File: src/rtl/seg_pkg.sv
// Shared constants and types for the eight-digit seven-segment frame scanner.
// Segment vectors are ordered {g,f,e,d,c,b,a} and are active-high.
package seg_pkg;

   localparam int unsigned NUM_DIGITS = 8;
   localparam int unsigned SEG_W      = 7;

   localparam logic [SEG_W-1:0] SEG_0 = 7'b0111111;
   localparam logic [SEG_W-1:0] SEG_1 = 7'b0000110;
   localparam logic [SEG_W-1:0] SEG_2 = 7'b1011011;
   localparam logic [SEG_W-1:0] SEG_3 = 7'b1001111;
   localparam logic [SEG_W-1:0] SEG_4 = 7'b1100110;
   localparam logic [SEG_W-1:0] SEG_5 = 7'b1101101;
   localparam logic [SEG_W-1:0] SEG_6 = 7'b1111101;
   localparam logic [SEG_W-1:0] SEG_7 = 7'b0000111;
   localparam logic [SEG_W-1:0] SEG_8 = 7'b1111111;
   localparam logic [SEG_W-1:0] SEG_9 = 7'b1101111;
   localparam logic [SEG_W-1:0] SEG_P = 7'b1110011;

   localparam logic [NUM_DIGITS-1:0] BLANK_AN  = '1;
   localparam logic [SEG_W-1:0]      BLANK_SEG = '1;

   typedef logic [NUM_DIGITS-1:0][SEG_W-1:0] seg_frame_t;

   typedef struct packed {
      logic [NUM_DIGITS-1:0] en;
      seg_frame_t            seg;
      logic [NUM_DIGITS-1:0] blink;
   } frame_t;

   typedef enum logic {
      PEND_EMPTY,
      PEND_FULL
   } pend_state_t;

   // Codes above 9 map to 'P'.
   function automatic logic [SEG_W-1:0] digit_code(input logic [3:0] d);
      case (d)
         4'd0:    return SEG_0;
         4'd1:    return SEG_1;
         4'd2:    return SEG_2;
         4'd3:    return SEG_3;
         4'd4:    return SEG_4;
         4'd5:    return SEG_5;
         4'd6:    return SEG_6;
         4'd7:    return SEG_7;
         4'd8:    return SEG_8;
         4'd9:    return SEG_9;
         default: return SEG_P;
      endcase
   endfunction

endpackage

File: src/rtl/scan_prescaler.sv
// Digit-slot prescaler: counts 0..SCAN_DIV-1 and flags the last count of each slot.
module scan_prescaler #(
   parameter int unsigned SCAN_DIV = 100000
) (
   input  logic clk,
   input  logic reset,
   output logic tick
);

   localparam int unsigned CW = $clog2(SCAN_DIV);

   logic [CW-1:0] count;

   assign tick = (count == CW'(SCAN_DIV - 1));

   always_ff @(posedge clk) begin
      if (!reset) begin
         count <= '0;
      end else if (tick) begin
         count <= '0;
      end else begin
         count <= count + 1'b1;
      end
   end

endmodule

File: src/rtl/seg_frame_scanner.sv
// Multiplexed eight-digit display scanner with a one-deep frame buffer, per-digit
// blinking and registered active-low anode/cathode drive with one dead cycle per slot.
module seg_frame_scanner
   import seg_pkg::*;
#(
   parameter int unsigned SCAN_DIV    = 100000,
   parameter int unsigned BLINK_SCANS = 250
) (
   input  logic                        clk,
   input  logic                        reset,
   input  logic                        frame_valid,
   output logic                        frame_ready,
   input  logic [NUM_DIGITS-1:0]       an_en,
   input  logic [NUM_DIGITS*SEG_W-1:0] seg_data,
   input  logic [NUM_DIGITS-1:0]       blink_mask,
   output logic [NUM_DIGITS-1:0]       AN_Out,
   output logic [SEG_W-1:0]            C_Out,
   output logic                        scan_wrap
);

   localparam int unsigned IW = $clog2(NUM_DIGITS);
   localparam int unsigned BW = (BLINK_SCANS > 1) ? $clog2(BLINK_SCANS) : 1;

   logic          tick;
   logic          wrap_tick;
   logic          accept;
   logic          load;
   logic          digit_on;
   logic [IW-1:0] idx;
   logic [BW-1:0] scan_cnt;
   logic          phase;
   frame_t        pending;
   frame_t        active;
   pend_state_t   pend_state;
   pend_state_t   pend_next;

   scan_prescaler #(
      .SCAN_DIV(SCAN_DIV)
   ) u_prescaler (
      .clk  (clk),
      .reset(reset),
      .tick (tick)
   );

   assign wrap_tick = tick && (idx == IW'(NUM_DIGITS - 1));

   // Pending-buffer occupancy: state register, next state, outputs.
   always_ff @(posedge clk) begin
      if (!reset) begin
         pend_state <= PEND_EMPTY;
      end else begin
         pend_state <= pend_next;
      end
   end

   always_comb begin
      pend_next = pend_state;
      case (pend_state)
         PEND_EMPTY: if (frame_valid) pend_next = PEND_FULL;
         PEND_FULL:  if (wrap_tick)   pend_next = PEND_EMPTY;
         default:    pend_next = PEND_EMPTY;
      endcase
   end

   always_comb begin
      frame_ready = (pend_state == PEND_EMPTY);
      accept      = frame_valid && frame_ready;
      load        = wrap_tick && (pend_state == PEND_FULL);
   end

   always_ff @(posedge clk) begin
      if (!reset) begin
         pending   <= '0;
         active    <= '0;
         idx       <= '0;
         scan_cnt  <= '0;
         phase     <= 1'b0;
         scan_wrap <= 1'b0;
      end else begin
         scan_wrap <= wrap_tick;
         if (accept) pending <= {an_en, seg_data, blink_mask};
         if (load)   active  <= pending;
         if (tick)   idx     <= idx + 1'b1;
         if (wrap_tick) begin
            if (scan_cnt == BW'(BLINK_SCANS - 1)) begin
               scan_cnt <= '0;
               phase    <= ~phase;
            end else begin
               scan_cnt <= scan_cnt + 1'b1;
            end
         end
      end
   end

   assign digit_on = active.en[idx] && !(phase && active.blink[idx]);

   // A tick forces the blank dead cycle while idx steps to the next digit.
   always_ff @(posedge clk) begin
      if (!reset || tick || !digit_on) begin
         AN_Out <= BLANK_AN;
         C_Out  <= BLANK_SEG;
      end else begin
         AN_Out <= ~(NUM_DIGITS'(1) << idx);
         C_Out  <= ~active.seg[idx];
      end
   end

endmodule

File: config.mk
export PLATFORM = sky130hd
export DESIGN_NAME = seg_frame_scanner
export DESIGN_NICKNAME = d
export VERILOG_FILES = /design/src/rtl/seg_pkg.sv /design/src/rtl/scan_prescaler.sv /design/src/rtl/seg_frame_scanner.sv
export SDC_FILE = /design/constraint.sdc
export NUM_CORES = 1
export LEC_CHECK = 0
export CAP_MARGIN = 20
export CORE_ASPECT_RATIO = 1.4
export CORE_UTILIZATION = 30
export CTS_BUF_LIST = sky130_fd_sc_hd__clkbuf_8
export DETAILED_ROUTE_END_ITERATION = 10
export GPL_TIMING_DRIVEN = 1
export PLACE_DENSITY_LB_ADDON = 0.3
export SLEW_MARGIN = 10
export SYNTH_ARGS = -nofsm -noshare
export SYNTH_HDL_FRONTEND = slang
export SYNTH_SLANG_ARGS = --single-unit
File: constraint.sdc
create_clock -name clk -period 2.8 [get_ports clk]
set_input_delay 0.28 -clock clk [delete_from_list [all_inputs] [get_ports clk]]
set_output_delay 0.28 -clock clk [all_outputs]
set_load 0.005 [all_outputs]
==> metrics <==
outcome=finished with violations; failing checks=design-rule violations; largest net degree at the start of global routing=98; PwrDens=between 500 and 600 mW/mm^2; CTS tree=built; diode count=0; Worst EP required=approximately 3.2 ns; Worst path slowest cell=buf_4; # Post-CTS Setup Buffers=0; RePlAce Congestion=0.7452; Routed Antenna Nets=0; Total Routed Length=17760 um; setup TNS=0 ns; largest area contributor in the netlist=dfxtp_1; Layout Nets=just over 1k; initial antenna violation count=0; Max Slew Vio Count=0; residual DRC count=10; Routed WL per cell=13.91 um; die span in x=138.7 um; final hold slack=around 0.3 ns; register bit total from synthesis=190; worst path cell trace=ha_1, and2b_2, and4_4, nand4_4, buf_4, nand3_1, o21ai_1; grt ovf=0; Syn. warnings=0; Synth Instances=around 890; io pins=slightly above 90; Slew Limit Headroom=a little under half; sequential area share after synthesis=between 40% and 50%; total track usage=13.74%; r2r worst-path depth=7; Largest delay share family, worst path=simple AND/OR/NAND/NOR gates; vias=between 5k and 6k; r2r setup slk=about 0.66 ns; class of the worst hold path=input port to register; Period minus WS final=~2.1 ns; Avg Cell Area, Syn=between 8 and 9 um^2; post-synth top area share=approximately 48%; critical path depth=7; Setup CP Type=register to register; IO Port Bufs=91; share of layout cells above drive strength 1=7.933%; cell chosen for the clock root=clkbuf_8; synth unique cells=between 50 and 60; Max-Cap Viols=0; CTS Buf Count=17; commonest non-fill, non-tap cell in the layout=nand2_1; drt first pass iters=8; Final period util=76.32%; final count of hold timing violations=0; VDD IR max=a little under 300 uV; Setup crit end=active[8]; Synth Net Count=973; Die ar.=~0.027 mm^2; worst-path fanout max=a little under 90; post_cts resized=0; EDFF count, synth=0; vias in the first global route=5807; fill cell count=around 2.7k; first-pass GRT wire length=29410 um; Clock Path Buffers=2; Iter 0 DRT Violations=between 300 and 400; top cells by area, synth=dfxtp_1 (48%), nand2_1 (12%), a21boi_0 (7.2%); Max stage delay on crit path=between 0.6 and 0.7 ns; clock-pin slew on the worst setup and hold paths=roughly 0.11 ns; reg-to-reg endpoint=active[8]; Fin Clk Skew=roughly 0.017 ns; most frequent cells in the layout=nand2_1 (251), dfxtp_1 (190), clkdlybuf4s50_1 (90); H-tree Lvls=4; P&R area growth vs syn=18.73%; RSZ-0062 raised after global routing=false; clock sinks=190; HPWL Detailed=between 10000 and 15000 um; Post-Synthesis Cell Area=0.007844 mm^2; Async SR Flop Fraction=0%; fmax=roughly 0.47 GHz; # rows=slightly below 70; worst hold stages=3; Primary FF master, synth=dfxtp_1; Final setup viols=0; Slew @ Worst Pin=approximately 0.80 ns; Die Y=~190 um; start point of the critical path=u_prescaler.count[0]; CP endpoint kind=register; hold_buf cts=0; vias per cell=approximately 4.6; initial core utilization=~30%; Leakage=approximately 3.1 nW; Clk Latency, worst-skew pair=approximately 0.47 ns; crit path buf inv count=1; type of origin of the critical path=register; core area=0.02555 mm^2; start of the worst register-to-register path=u_prescaler.count[0]; WP data arrival=around 2.5 ns
[logic make-up (layout without fill, tap and decap cells)]
family / after synthesis / after routing / share of synthesized area [%]
AO/OA/AOI/OAI: 178 / 178 / 14.55
adder cells (fa/ha/maj): 9 / 9 / 1.436
XOR/XNOR: 15 / 15 / 1.675
buffers and inverters: 74 / 143 / 4.833
flip-flops: 190 / 190 / 48.49
multiplexers: 19 / 19 / 5.551
AND/OR/NAND/NOR: 404 / 404 / 23.46
[cell usage after synthesis, types with 2 or more instances]
cell and n:
a21boi_0 75, a21boi_1 3, a21o_1 7, a21oi_1 6, and2_1 7, and3_1 4
and3_2 2, and4_1 3, and4_2 2, and4b_1 2, buf_1 8, buf_2 4
buf_6 11, clkbuf_1 42, dfxtp_1 190, ha_1 9, inv_1 6, mux4_1 5
mux4_2 13, nand2_1 252, nand3_1 81, nand4_1 6, nand4b_1 2, nor2_1 18
nor2b_1 4, nor3_1 3, o211ai_1 2, o21ai_0 20, o21ai_1 61, or3_1 6
or4_1 2, xnor2_1 6, xor2_1 9
[layer usage]
| metal | share of wire, % | global-route usage [%] | vias up |
|---|---|---|---|
| met4 | 1.6 | 5.144 | 0 |
| li1 | - | - | 3131 |
| met3 | 2.9 | 2.525 | 17 |
| met1 | 46 | 16.84 | 2662 |
| met2 | 49 | 23.88 | 80 |
| met5 | 0 | 0 | - |
[how the worst min path moves through the flow]
stage / from / end / slack, ns
after floorplan: blink_mask[0] / pending[0] / 0.42
after global routing: reset / pending[45] / 0.31
final: reset / active[45] / 0.30
after CTS: reset / active[4] / 0.28
after detailed placement: pending[48] / active[48] / 0.44
after global placement: pending[38] / active[38] / 0.43
[where the power goes]
| group | switching, mW | total (mW) | internal, mW |
|---|---|---|---|
| registers | 0.0364 | 2.80 | 2.76 |
| logic | 0.161 | 0.322 | 0.161 |
| clock network | 1.04 | 1.71 | 0.673 |
[per-stage QoR]
stage                     worst slack, ns  utilization (%)  area, um^2  power, mW  instances
final                              0.6631            36.44        9313      4.830       1277
after global routing               0.4576            36.44        9313      5.057       1277
after CTS                          0.6563            36.44        9313      4.902       1277
after detailed placement           0.6566            34.96        8935      3.194       1245
after global placement             0.7154            34.96        8935      3.191       1245
after floorplan                     1.036                -        7844      3.020        889
[tightest hold or removal path, stage by stage]
cell	delay, ns
buf_6	0.23
nand2_1	0.14
o21ai_1	0.05
[registers in the layout, indices dropped and copies added (netlist names)]
signal / cells
pending: 72
u_prescaler.count: 17
idx: 3
active: 72
scan_cnt: 8
pend_state: 1
C_Out: 7
phase: 1
scan_wrap: 1
AN_Out: 8
[cell type report]
cell class                      count  area [um^2]  area share, %
Multi-Input combinational cell    625         3671          39.42
Sequential cell                   190         3804          40.84
Tap cell                          319        399.1          4.286
Clock buffer                       18        247.7          2.660
Timing Repair Buffer              104         1035          11.11
Inverter                            7        26.28         0.2821
Clock inverter                     14        130.1          1.397
No activity file was read; power rests on OpenSTA's default activity.
